[src/rtl/sysid_ext_regs.sv]
// sysid_ext_regs: Avalon-MM system-ID register bank with build identity words,
// two lockable scratch registers and an optional uptime counter.
// Optional feature macro: SYSID_UPTIME_EN builds the uptime counter and the
// atomic high-word snapshot; when undefined, words 5/6 read 0 and CLR is ignored.
module sysid_ext_regs #(
  parameter logic [31:0] ID        = 32'h5894A73C,
  parameter logic [31:0] TIMESTAMP = 32'h0,
  parameter int unsigned CNT_W     = 64
) (
  input  logic        clock,
  input  logic        reset_n,
  input  logic [2:0]  address,
  input  logic        read,
  input  logic        write,
  input  logic [31:0] writedata,
  input  logic [3:0]  byteenable,
  output logic [31:0] readdata,
  output logic        readdatavalid
);

  typedef enum logic [2:0] {
    W_SYSID     = 3'd0,
    W_TIMESTAMP = 3'd1,
    W_CAPS      = 3'd2,
    W_SCRATCH0  = 3'd3,
    W_SCRATCH1  = 3'd4,
    W_UPTIME_LO = 3'd5,
    W_UPTIME_HI = 3'd6,
    W_CONTROL   = 3'd7
  } word_e;

  localparam logic [7:0] CNT_W_BYTE = 8'(CNT_W);

`ifdef SYSID_UPTIME_EN
  localparam logic UPTIME_PRESENT = 1'b1;
`else
  localparam logic UPTIME_PRESENT = 1'b0;
`endif

  logic [31:0] scratch0;
  logic [31:0] scratch1;
  logic        lock;
  logic [31:0] caps;
  logic [31:0] rd_mux;
  logic        ctl_wr;

  assign ctl_wr = write && (address == W_CONTROL) && byteenable[0];
  assign caps   = {16'h0002, CNT_W_BYTE, 6'b0, lock, UPTIME_PRESENT};

`ifdef SYSID_UPTIME_EN
  logic [CNT_W-1:0] counter;
  logic [31:0]      hi_shadow;
  logic [31:0]      hi_ext;
  logic             clr;

  assign clr = ctl_wr && writedata[1];

  // Zero-extend the counter bits above 31 into a full 32-bit word
  always_comb begin
    hi_ext = '0;
    hi_ext[CNT_W-33:0] = counter[CNT_W-1:32];
  end

  // Free-running uptime counter; CLR wins over increment; LO read snapshots the high word
  always_ff @(posedge clock) begin
    if (!reset_n) begin
      counter   <= '0;
      hi_shadow <= '0;
    end else begin
      if (clr) counter <= '0;
      else     counter <= counter + 1'b1;
      if (read && (address == W_UPTIME_LO)) hi_shadow <= hi_ext;
    end
  end
`endif

  // Read-data select for the addressed word (pre-write values)
  always_comb begin
    rd_mux = '0;
    case (address)
      W_SYSID:     rd_mux = ID;
      W_TIMESTAMP: rd_mux = TIMESTAMP;
      W_CAPS:      rd_mux = caps;
      W_SCRATCH0:  rd_mux = scratch0;
      W_SCRATCH1:  rd_mux = scratch1;
`ifdef SYSID_UPTIME_EN
      W_UPTIME_LO: rd_mux = counter[31:0];
      W_UPTIME_HI: rd_mux = hi_shadow;
`else
      W_UPTIME_LO: rd_mux = '0;
      W_UPTIME_HI: rd_mux = '0;
`endif
      W_CONTROL:   rd_mux = {30'b0, 1'b0, lock};
      default:     rd_mux = '0;
    endcase
  end

  // Registered read port with fixed one-cycle latency
  always_ff @(posedge clock) begin
    if (!reset_n) begin
      readdata      <= '0;
      readdatavalid <= 1'b0;
    end else begin
      readdatavalid <= read;
      if (read) readdata <= rd_mux;
    end
  end

  // Scratch registers with byte-lane writes, and the sticky lock bit
  always_ff @(posedge clock) begin
    if (!reset_n) begin
      scratch0 <= '0;
      scratch1 <= '0;
      lock     <= 1'b0;
    end else begin
      if (write && !lock && (address == W_SCRATCH0)) begin
        for (int unsigned i = 0; i < 4; i++)
          if (byteenable[i]) scratch0[8*i +: 8] <= writedata[8*i +: 8];
      end
      if (write && !lock && (address == W_SCRATCH1)) begin
        for (int unsigned i = 0; i < 4; i++)
          if (byteenable[i]) scratch1[8*i +: 8] <= writedata[8*i +: 8];
      end
      if (ctl_wr && writedata[0]) lock <= 1'b1;
    end
  end

endmodule

[config.mk]
export PLATFORM = sky130hd
export DESIGN_NAME = sysid_ext_regs
export DESIGN_NICKNAME = d
export VERILOG_FILES = /design/src/rtl/sysid_ext_regs.sv
export SDC_FILE = /design/constraint.sdc
export NUM_CORES = 1
export LEC_CHECK = 0
export CORE_ASPECT_RATIO = 0.6
export CORE_MARGIN = 4
export CORE_UTILIZATION = 30
export CTS_BUF_LIST = sky130_fd_sc_hd__clkbuf_16
export DETAILED_ROUTE_END_ITERATION = 6
export PLACE_DENSITY = 0.55
export SLEW_MARGIN = 5
export SYNTH_ARGS = -nofsm -noshare
export SYNTH_HDL_FRONTEND = slang
export SYNTH_SLANG_ARGS = --single-unit
export TNS_END_PERCENT = 1
[constraint.sdc]
create_clock -name clock -period 2 [get_ports clock]
set_input_delay 0.2 -clock clock [delete_from_list [all_inputs] [get_ports clock]]
set_output_delay 0.2 -clock clock [all_outputs]
set_load 0.01 [all_outputs]
### Word-level counts from Yosys, hierarchy flattened

Index checks and enable logic that the tools add are counted.

| word-level totals | value |
|---|---|
| word-level logic and storage cells | 36 |
| register bits | 98 |
| output and inout bits | 33 |

| cells by class | value |
|---|---|
| eq/ne operators | 7 |
| multiplexer cells | 1 |
| reduce and logical (&&, ||, !) cells | 17 |

Operators by type and width:

| operator | number |
|---|---|
| one-hot mux 32 bit (6 select lines) | 1 |
| AND reduction 2 bit | 8 |
| == test 3 bit (second input constant) | 4 |
| == test 3 x 2 -> 1 bit (second input constant) | 2 |
| logical AND 1 bit | 6 |
| == test 3 x 1 -> 1 bit (second input constant) | 1 |
| logical NOT 3 bit | 1 |
| OR reduction 3 bit | 1 |
| logical NOT 1 bit | 1 |

### Logic depth before layout (Yosys ltp)

Gate-level depths: netlist of the first run.

| logic depth | value |
|---|---|
| word-level depth | 4 |
| depth in mapped cells | 6 |
| gate-level depth less buffers | 3 |

### Least setup slack after synthesis of the first run

OpenSTA, ideal clock, no wires.

| timing path | value |
|---|---|
| kind | flip-flop to flip-flop |
| start | register lock |
| end | register scratch1[10] |
| slack | 0.611 ns |
| required time | 1.880 ns |
| data arrival time | 1.270 ns |
| cell stages (with the launch flop) | 5 |
| setup time | 0.120 ns |
| clock period less this slack | 1.389 ns |
| path buffers | 1 |
| path through | dfxtp_1 -> or4b_4 -> clkbuf_1 -> o21ai_0 -> a21boi_1 |

| between the ends | value |
|---|---|
| word-level cells in the longest chain between the ends | 4 |

Ends and longest elaborated chain:

| element | line | RTL |
|---|---|---|
| from (decl) | 42 | `logic lock;` |
| from (signal assigned) | 114 | `lock <= 1'b0;` |
| from (signal assigned) | 124 | `if (ctl_wr && writedata[0]) lock <= 1'b1;` |
| logical NOT 1 bit | 120 | `if (write && !lock && (address == W_SCRATCH1)) begin` |
| logical AND 1 bit (2 in series) | 120 |  |
| AND reduction 2 bit (no source line) | n/a |  |
| to (signal, indexed assignment) | 122 | `if (byteenable[i]) scratch1[8*i +: 8] <= writedata[8*i +: 8];` |
| to (decl) | 41 | `logic [31:0] scratch1;` |

No other way between the ends.
A chain may end at the register's enable or synchronous reset.

### Worst setup path after layout of the first run

| timing path | value |
|---|---|
| start | register lock |
| end | register scratch1[12] |

The elaborated chain is that of the path after synthesis.

==> results of run 1 <==
==> cell type report <==
class	instances	area, um2	share of cell area [%]
clock buffers	9	225.2	4.177
repair buffers	103	1001	18.57
well taps	170	212.7	3.945
inverters	1	3.754	0.06962
flip-flops and latches	98	1962	36.39
multi-input cells	333	1944	36.06
clock inverters	7	42.54	0.7890
==> layout by cell type (no fill, tap or decap), types with 2 or more instances in the layout <==
cell type,netlist,layout
clkinv_2,0,2
a21boi_0,22,22
nand3_1,64,64
a21oi_1,13,13
buf_2,15,2
buf_4,2,24
dfxtp_1,98,98
a31oi_1,18,18
clkinv_1,0,2
nand3b_1,3,3
a21o_1,2,2
and2_1,5,5
buf_12,0,4
o21ai_0,112,112
a22oi_1,14,14
a21boi_1,42,42
nor2_1,2,2
inv_6,0,2
nand2_1,22,22
clkdlybuf4s50_1,0,73
clkbuf_16,0,9
==> metrics by stage <==
stage / cell area, um2 / total power (uW) / hold slack (ps) / cells / worst slack (ps)
2_1_floorplan: 4119 / 2282 / 346.6 / 483 / 610.7
3_3_place_gp: 5124 / 2551 / 456.3 / 705 / 195.5
3_5_place_dp: 5124 / 2557 / 460.3 / 705 / 177.8
4_1_cts: 5391 / 4143 / 285.6 / 721 / 430.7
5_1_grt: 5391 / 4262 / 329.0 / 721 / 322.0
6_report: 5391 / 4103 / 285.7 / 721 / 438.1
==> registers in the layout (all words and copies together), names as in the netlist <==
register / count
readdata: 32
scratch0: 32
scratch1: 32
lock: 1
readdatavalid: 1
==> power by group through the flow <==
stage / combinational (uW) / sequential (uW) / clock (uW)
global route: 529 / 2030 / 1700
detailed placement: 485 / 2070 / 0
global placement: 481 / 2070 / 0
CTS: 488 / 2030 / 1630
finish: 487 / 2030 / 1590
floorplan: 199 / 2080 / 0
==> logic make-up (layout without fill, tap and decap cells) <==
| family | after synthesis | after routing | share of synthesized area (%) |
|---|---|---|---|
| AO/OA/AOI/OAI | 225 | 225 | 32.87 |
| AND/OR/NAND/NOR | 107 | 107 | 13.85 |
| flip-flops | 98 | 98 | 47.63 |
| buffers and inverters | 52 | 120 | 5.376 |
| multiplexers | 1 | 1 | 0.2734 |
==> routing by layer <==
layer	global-route usage (%)	vias up	share of wire (%)	wire length (um)
met5	0	-	0	0
met4	3.800	0	0.91	111
met3	3.845	9	5.6	685
met2	22.40	101	42	5049
met1	23.28	1816	52	6292
li1	-	1884	-	-
==> worst max-delay path by stage <==
stage | endpoint | cells after the start | slack, ps | startpoint
floorplan | scratch1[10] | 4 | 610 | lock
global placement | scratch1[11] | 4 | 200 | address[0]
detailed placement | scratch1[12] | 4 | 180 | address[0]
CTS | scratch1[12] | 3 | 430 | lock
global route | scratch1[25] | 3 | 320 | lock
finish | scratch1[12] | 3 | 440 | lock
==> flow_metrics.env, run 1 <==
export IMPL_outcome="finished, final reports clean"
export IMPL_layout_nets=589
export IMPL_cts_tree="built"
export IMPL_synth_largest_area_cell="dfxtp_1"
export IMPL_end_kind="flip-flop"
export IMPL_synth_most_common_cell="o21ai_0"
export IMPL_drv_cap=0
export IMPL_antenna_diode_count=0
export IMPL_postCtsSetupBuffers=0
export IMPL_intPower_uw=3075
export IMPL_min_period_over_period_pct=78.09
export IMPL_clock_skew_final_ps=8.372
export IMPL_core_um2=13130
export IMPL_power_density_nw_per_um2=761.0
export IMPL_rows=32
export IMPL_syn_area_per_cell_um2=8.528
export IMPL_ctsHtreeMaxLevel=3
export IMPL_synth_cells=483
export IMPL_finalHoldViolations=0
export IMPL_die_h_um=98.77
export IMPL_fill_cells=1314
export IMPL_avgRoutedWirePerCell_um=16.83
export IMPL_critPathLaunchType="flip-flop"
export IMPL_max_stage_delay_ps=750
export IMPL_via_count=3810
export IMPL_rsz0062_at_grt="false"
export IMPL_dp_hpwl_um=8327
export IMPL_required_ps=2230
export IMPL_grt_use_total_pct=15.57
export IMPL_ant_nets=0
export IMPL_ir_worst_vdd_uv=378.2
export IMPL_worstReg2RegEnd="scratch1[12]"
export IMPL_path_delay_family="simple AND/OR/NAND/NOR gates"
export IMPL_holdPathEnd="readdata[12]"
export IMPL_synthFlopType="dfxtp_1"
export IMPL_hold_class="in2reg"
export IMPL_drive_gt1_share_pct=8.893
export IMPL_drc_errors=0
export IMPL_cts_root_buf="clkbuf_16"
export IMPL_syn_to_final_growth_pct=30.89
export IMPL_slew_violations=0
export IMPL_crit_chain="or4b_4, o21ai_0, a21boi_1"
export IMPL_start_util_pct=31.36
export IMPL_routed_wl_um=12140
export IMPL_synth_area_um2=4119
export IMPL_drt_first_pass_iters=5
export IMPL_antenna_found_initial=0
export IMPL_tns_ps=0
export IMPL_yosysWarnings=0
export IMPL_tightest_slew_ps=486.8
export IMPL_p_leak_uw=0.001747
export IMPL_setup_viol=0
export IMPL_max_freq_ghz=0.6403
export IMPL_drtIter0Drc=294
export IMPL_critical_path_peak_fanout=32
export IMPL_cts_resized=0
export IMPL_design_portCount=76
export IMPL_die_w_um=159.3
export IMPL_r2r_slack_ps=440
export IMPL_seq_area_frac_synth_pct=47.63
export IMPL_crit_buf_inv=0
export IMPL_yosys_area_top_type_share_pct=47.63
export IMPL_cts_hold_buf=0
export IMPL_hp_start="read"
export IMPL_die_area_um2=15730
export IMPL_place_congestion=0.7720
export IMPL_utilization_pct=41.05
export IMPL_cts_buffers=9
export IMPL_overflow=0
export IMPL_p_sw_uw=1028
export IMPL_yosysUniqueCellTypes=31
export IMPL_max_slew_margin_pct=67.55
export IMPL_seq_power_share_pct=49.4
export IMPL_synth_edf_count=0
export IMPL_p_comb_share_pct=11.9
export IMPL_port_buffer_count=75
export IMPL_cp_slowest_cell="or4b_4"
export IMPL_grt_pass1_wl_um=19710
export IMPL_netSwitchingFraction_pct=25.06
export IMPL_cts_buffer_depth=2
export IMPL_synthArstFlopShare_pct=0
export IMPL_fin_crit_ps=1562
export IMPL_reg2reg_depth=3
export IMPL_crit_type="reg2reg"
export IMPL_syn_nets=526
export IMPL_holdPathStages=2
export IMPL_grt_max_degree=57
export IMPL_ys_top_cells_by_area="dfxtp_1, o21ai_0, nand3_1"
export IMPL_synth_commonest_cells="o21ai_0, dfxtp_1, nand3_1"
export IMPL_cts_sinks=98
export IMPL_clk_latency_ps=340
export IMPL_grt_pass1_vias=3658
export IMPL_ys_ff_latch=98
export IMPL_reg2reg_from="lock"
export IMPL_vias_per_cell=5.284
export IMPL_arrival_ps=1790
export IMPL_clkPwrFrac_pct=38.7
export IMPL_clk_pin_slew_ps=70
(Power assumes the default switching activity.)
==> run 2: changes to the inputs <==
--- a/config.mk
+++ b/config.mk
@@ -10,7 +10,7 @@
 export CORE_UTILIZATION = 30
 export CTS_BUF_LIST = sky130_fd_sc_hd__clkbuf_16
 export DETAILED_ROUTE_END_ITERATION = 6
-export PLACE_DENSITY = 0.55
+export PLACE_DENSITY = 0.57
 export SLEW_MARGIN = 5
 export SYNTH_ARGS = -nofsm -noshare
 export SYNTH_HDL_FRONTEND = slang
==> constraint.sdc (replaced) <==
create_clock -name clock -period 1.4 [get_ports clock]
set_input_delay 0.14 -clock clock [delete_from_list [all_inputs] [get_ports clock]]
set_output_delay 0.14 -clock clock [all_outputs]
set_load 0.01 [all_outputs]
==> flow_metrics.env, run 2 (synthesis results as in run 1) <==
export IMPL_setup_ws_ps=-47.33
export IMPL_antenna_diode_count=0
export IMPL_design_portCount=76
export IMPL_drt_first_pass_iters=5
export IMPL_die_w_um=159.3
export IMPL_overflow=0
export IMPL_start_util_pct=31.36
export IMPL_die_h_um=98.77
export IMPL_p_leak_uw=0.002178
export IMPL_cts_hold_buf=0
export IMPL_fin_crit_ps=1447
export IMPL_ir_worst_vdd_uv=597.3
export IMPL_avgRoutedWirePerCell_um=17.74
export IMPL_arrival_ps=1690
export IMPL_setup_viol=10
export IMPL_vias_per_cell=5.335
export IMPL_layout_nets=605
export IMPL_cts_buffers=9
export IMPL_cts_buffer_depth=2
export IMPL_port_buffer_count=75
export IMPL_max_slew_margin_pct=67.79
export IMPL_required_ps=1640
export IMPL_reg2reg_from="lock"
export IMPL_fill_cells=1278
export IMPL_cts_tree="built"
export IMPL_grt_pass1_wl_um=20330
export IMPL_clock_skew_final_ps=6.460
export IMPL_failed_checks="negative setup slack"
export IMPL_reg2reg_depth=4
export IMPL_routed_wl_um=13070
export IMPL_r2r_slack_ps=-50
export IMPL_critical_path_peak_fanout=6
export IMPL_drive_gt1_share_pct=14.11
export IMPL_grt_max_degree=65
export IMPL_power_density_nw_per_um2=1061
export IMPL_via_count=3932
export IMPL_mostFrequentLayoutCell="dfxtp_1"
export IMPL_place_inst=713
export IMPL_min_period_over_period_pct=103.4
export IMPL_grt_pass1_vias=3752
export IMPL_most_common_layout_cells="dfxtp_1, o21ai_0, nand3_1"
export IMPL_antenna_found_initial=0
export IMPL_die_area_um2=15730
export IMPL_tightest_slew_ps=482.6
export IMPL_crit_type="reg2reg"
export IMPL_grt_use_total_pct=16.14
export IMPL_total_power_uw=6167
export IMPL_holdPathEnd="readdata[2]"
export IMPL_slew_violations=0
export IMPL_worstReg2RegEnd="scratch1[27]"
export IMPL_place_congestion=0.7835
export IMPL_syn_to_final_growth_pct=41.10
export IMPL_holdWs_ps=200.7
export IMPL_holdPathStages=3
export IMPL_clk_pin_slew_ps=70
export IMPL_cts_sinks=98
export IMPL_max_freq_ghz=0.6909
export IMPL_end_kind="flip-flop"
export IMPL_drc_errors=0
export IMPL_rows=32
export IMPL_drtIter0Drc=284
export IMPL_hp_start="reset_n"
export IMPL_drv_cap=0
export IMPL_ant_nets=0
export IMPL_pre_cts_ws_ps=-417.8
export IMPL_tns_ps=-293.8
export IMPL_dp_hpwl_um=8176
export IMPL_finalHoldViolations=0
export IMPL_clk_latency_ps=350
export IMPL_rsz0062_at_grt="true"
export IMPL_ctsHtreeMaxLevel=3
export IMPL_core_um2=13130
export IMPL_reg_top3="readdata (32), scratch0 (32), scratch1 (32)"
export IMPL_hold_class="in2reg"
export IMPL_critPathLaunchType="flip-flop"
export IMPL_cts_root_buf="clkbuf_16"
export IMPL_fin_cells=737
export IMPL_outcome="finished, violations left"
[run 2: cell types whose count changed in the layout (fill, tap and decap cells not counted), sizes merged, moves of 3 or more]
| cell | delta |
|---|---|
| buf | +12 |
| clkdlybuf4s50 | -22 |
| dlygate4sd2 | +6 |
| dlymetal6s2s | +16 |
| or4b | +3 |
[run 2: per-stage QoR]
| stage | area (um2) | utilization, % |
|---|---|---|
| final | 5812 | 44.26 |
| after global routing | 5812 | 44.26 |
| after global placement | 5284 | 40.23 |
| after floorplan | 4119 | - |
| after CTS | 5618 | 42.78 |
| after detailed placement | 5284 | 40.23 |
[run 2: power by group]
part	switching, uW	total (uW)	internal (uW)
Combinational	403	792	389
Clock	1090	2480	1390
Sequential	35.9	2890	2860
[run 2: critical path, cell delays in order, from the launching register on]
cell	delay, ps
dfxtp_4	370
or4b_4	620
buf_4	170
o21ai_1	100
a21boi_1	70
[run 2: worst max-delay path by stage]
stage | start | endpoint | slack, ps | depth (start not counted)
CTS | lock | scratch1[17] | -40 | 3
global placement | address[2] | readdata[16] | -390 | 6
global route | lock | scratch1[19] | -70 | 4
finish | lock | scratch1[27] | -50 | 4
detailed placement | address[0] | scratch1[7] | -420 | 4
floorplan | lock | scratch1[10] | 10 | 4
[run 2: final cells by class]
type                       count  area (um2)  area share, %
clock buffer                   9       225.2          3.875
clock inverter                 7       68.82          1.184
inverter                       1       3.754        0.06459
multi-input combinational    336        2057          35.39
sequential                    98        1966          33.82
tap                          170       212.7          3.660
timing repair buffer         116        1279          22.00
[run 2: what timing repair did]
| item | 4_1_cts | 5_1_grt |
|---|---|---|
| cloned | 1 | 3 |
| endpoints found under the setup margin | 40 | 78 |
| gates resized for setup | 28 | 66 |
| setup buffers | 0 | 4 |
| pin swaps | 2 | 9 |
[run 2: routing by layer]
| layer | GRT usage, % | wire length (um) |
|---|---|---|
| met5 | 0 | 0 |
| met4 | 4.600 | 124 |
| met3 | 5.140 | 1009 |
| met2 | 23.38 | 5424 |
| met1 | 23.05 | 6513 |
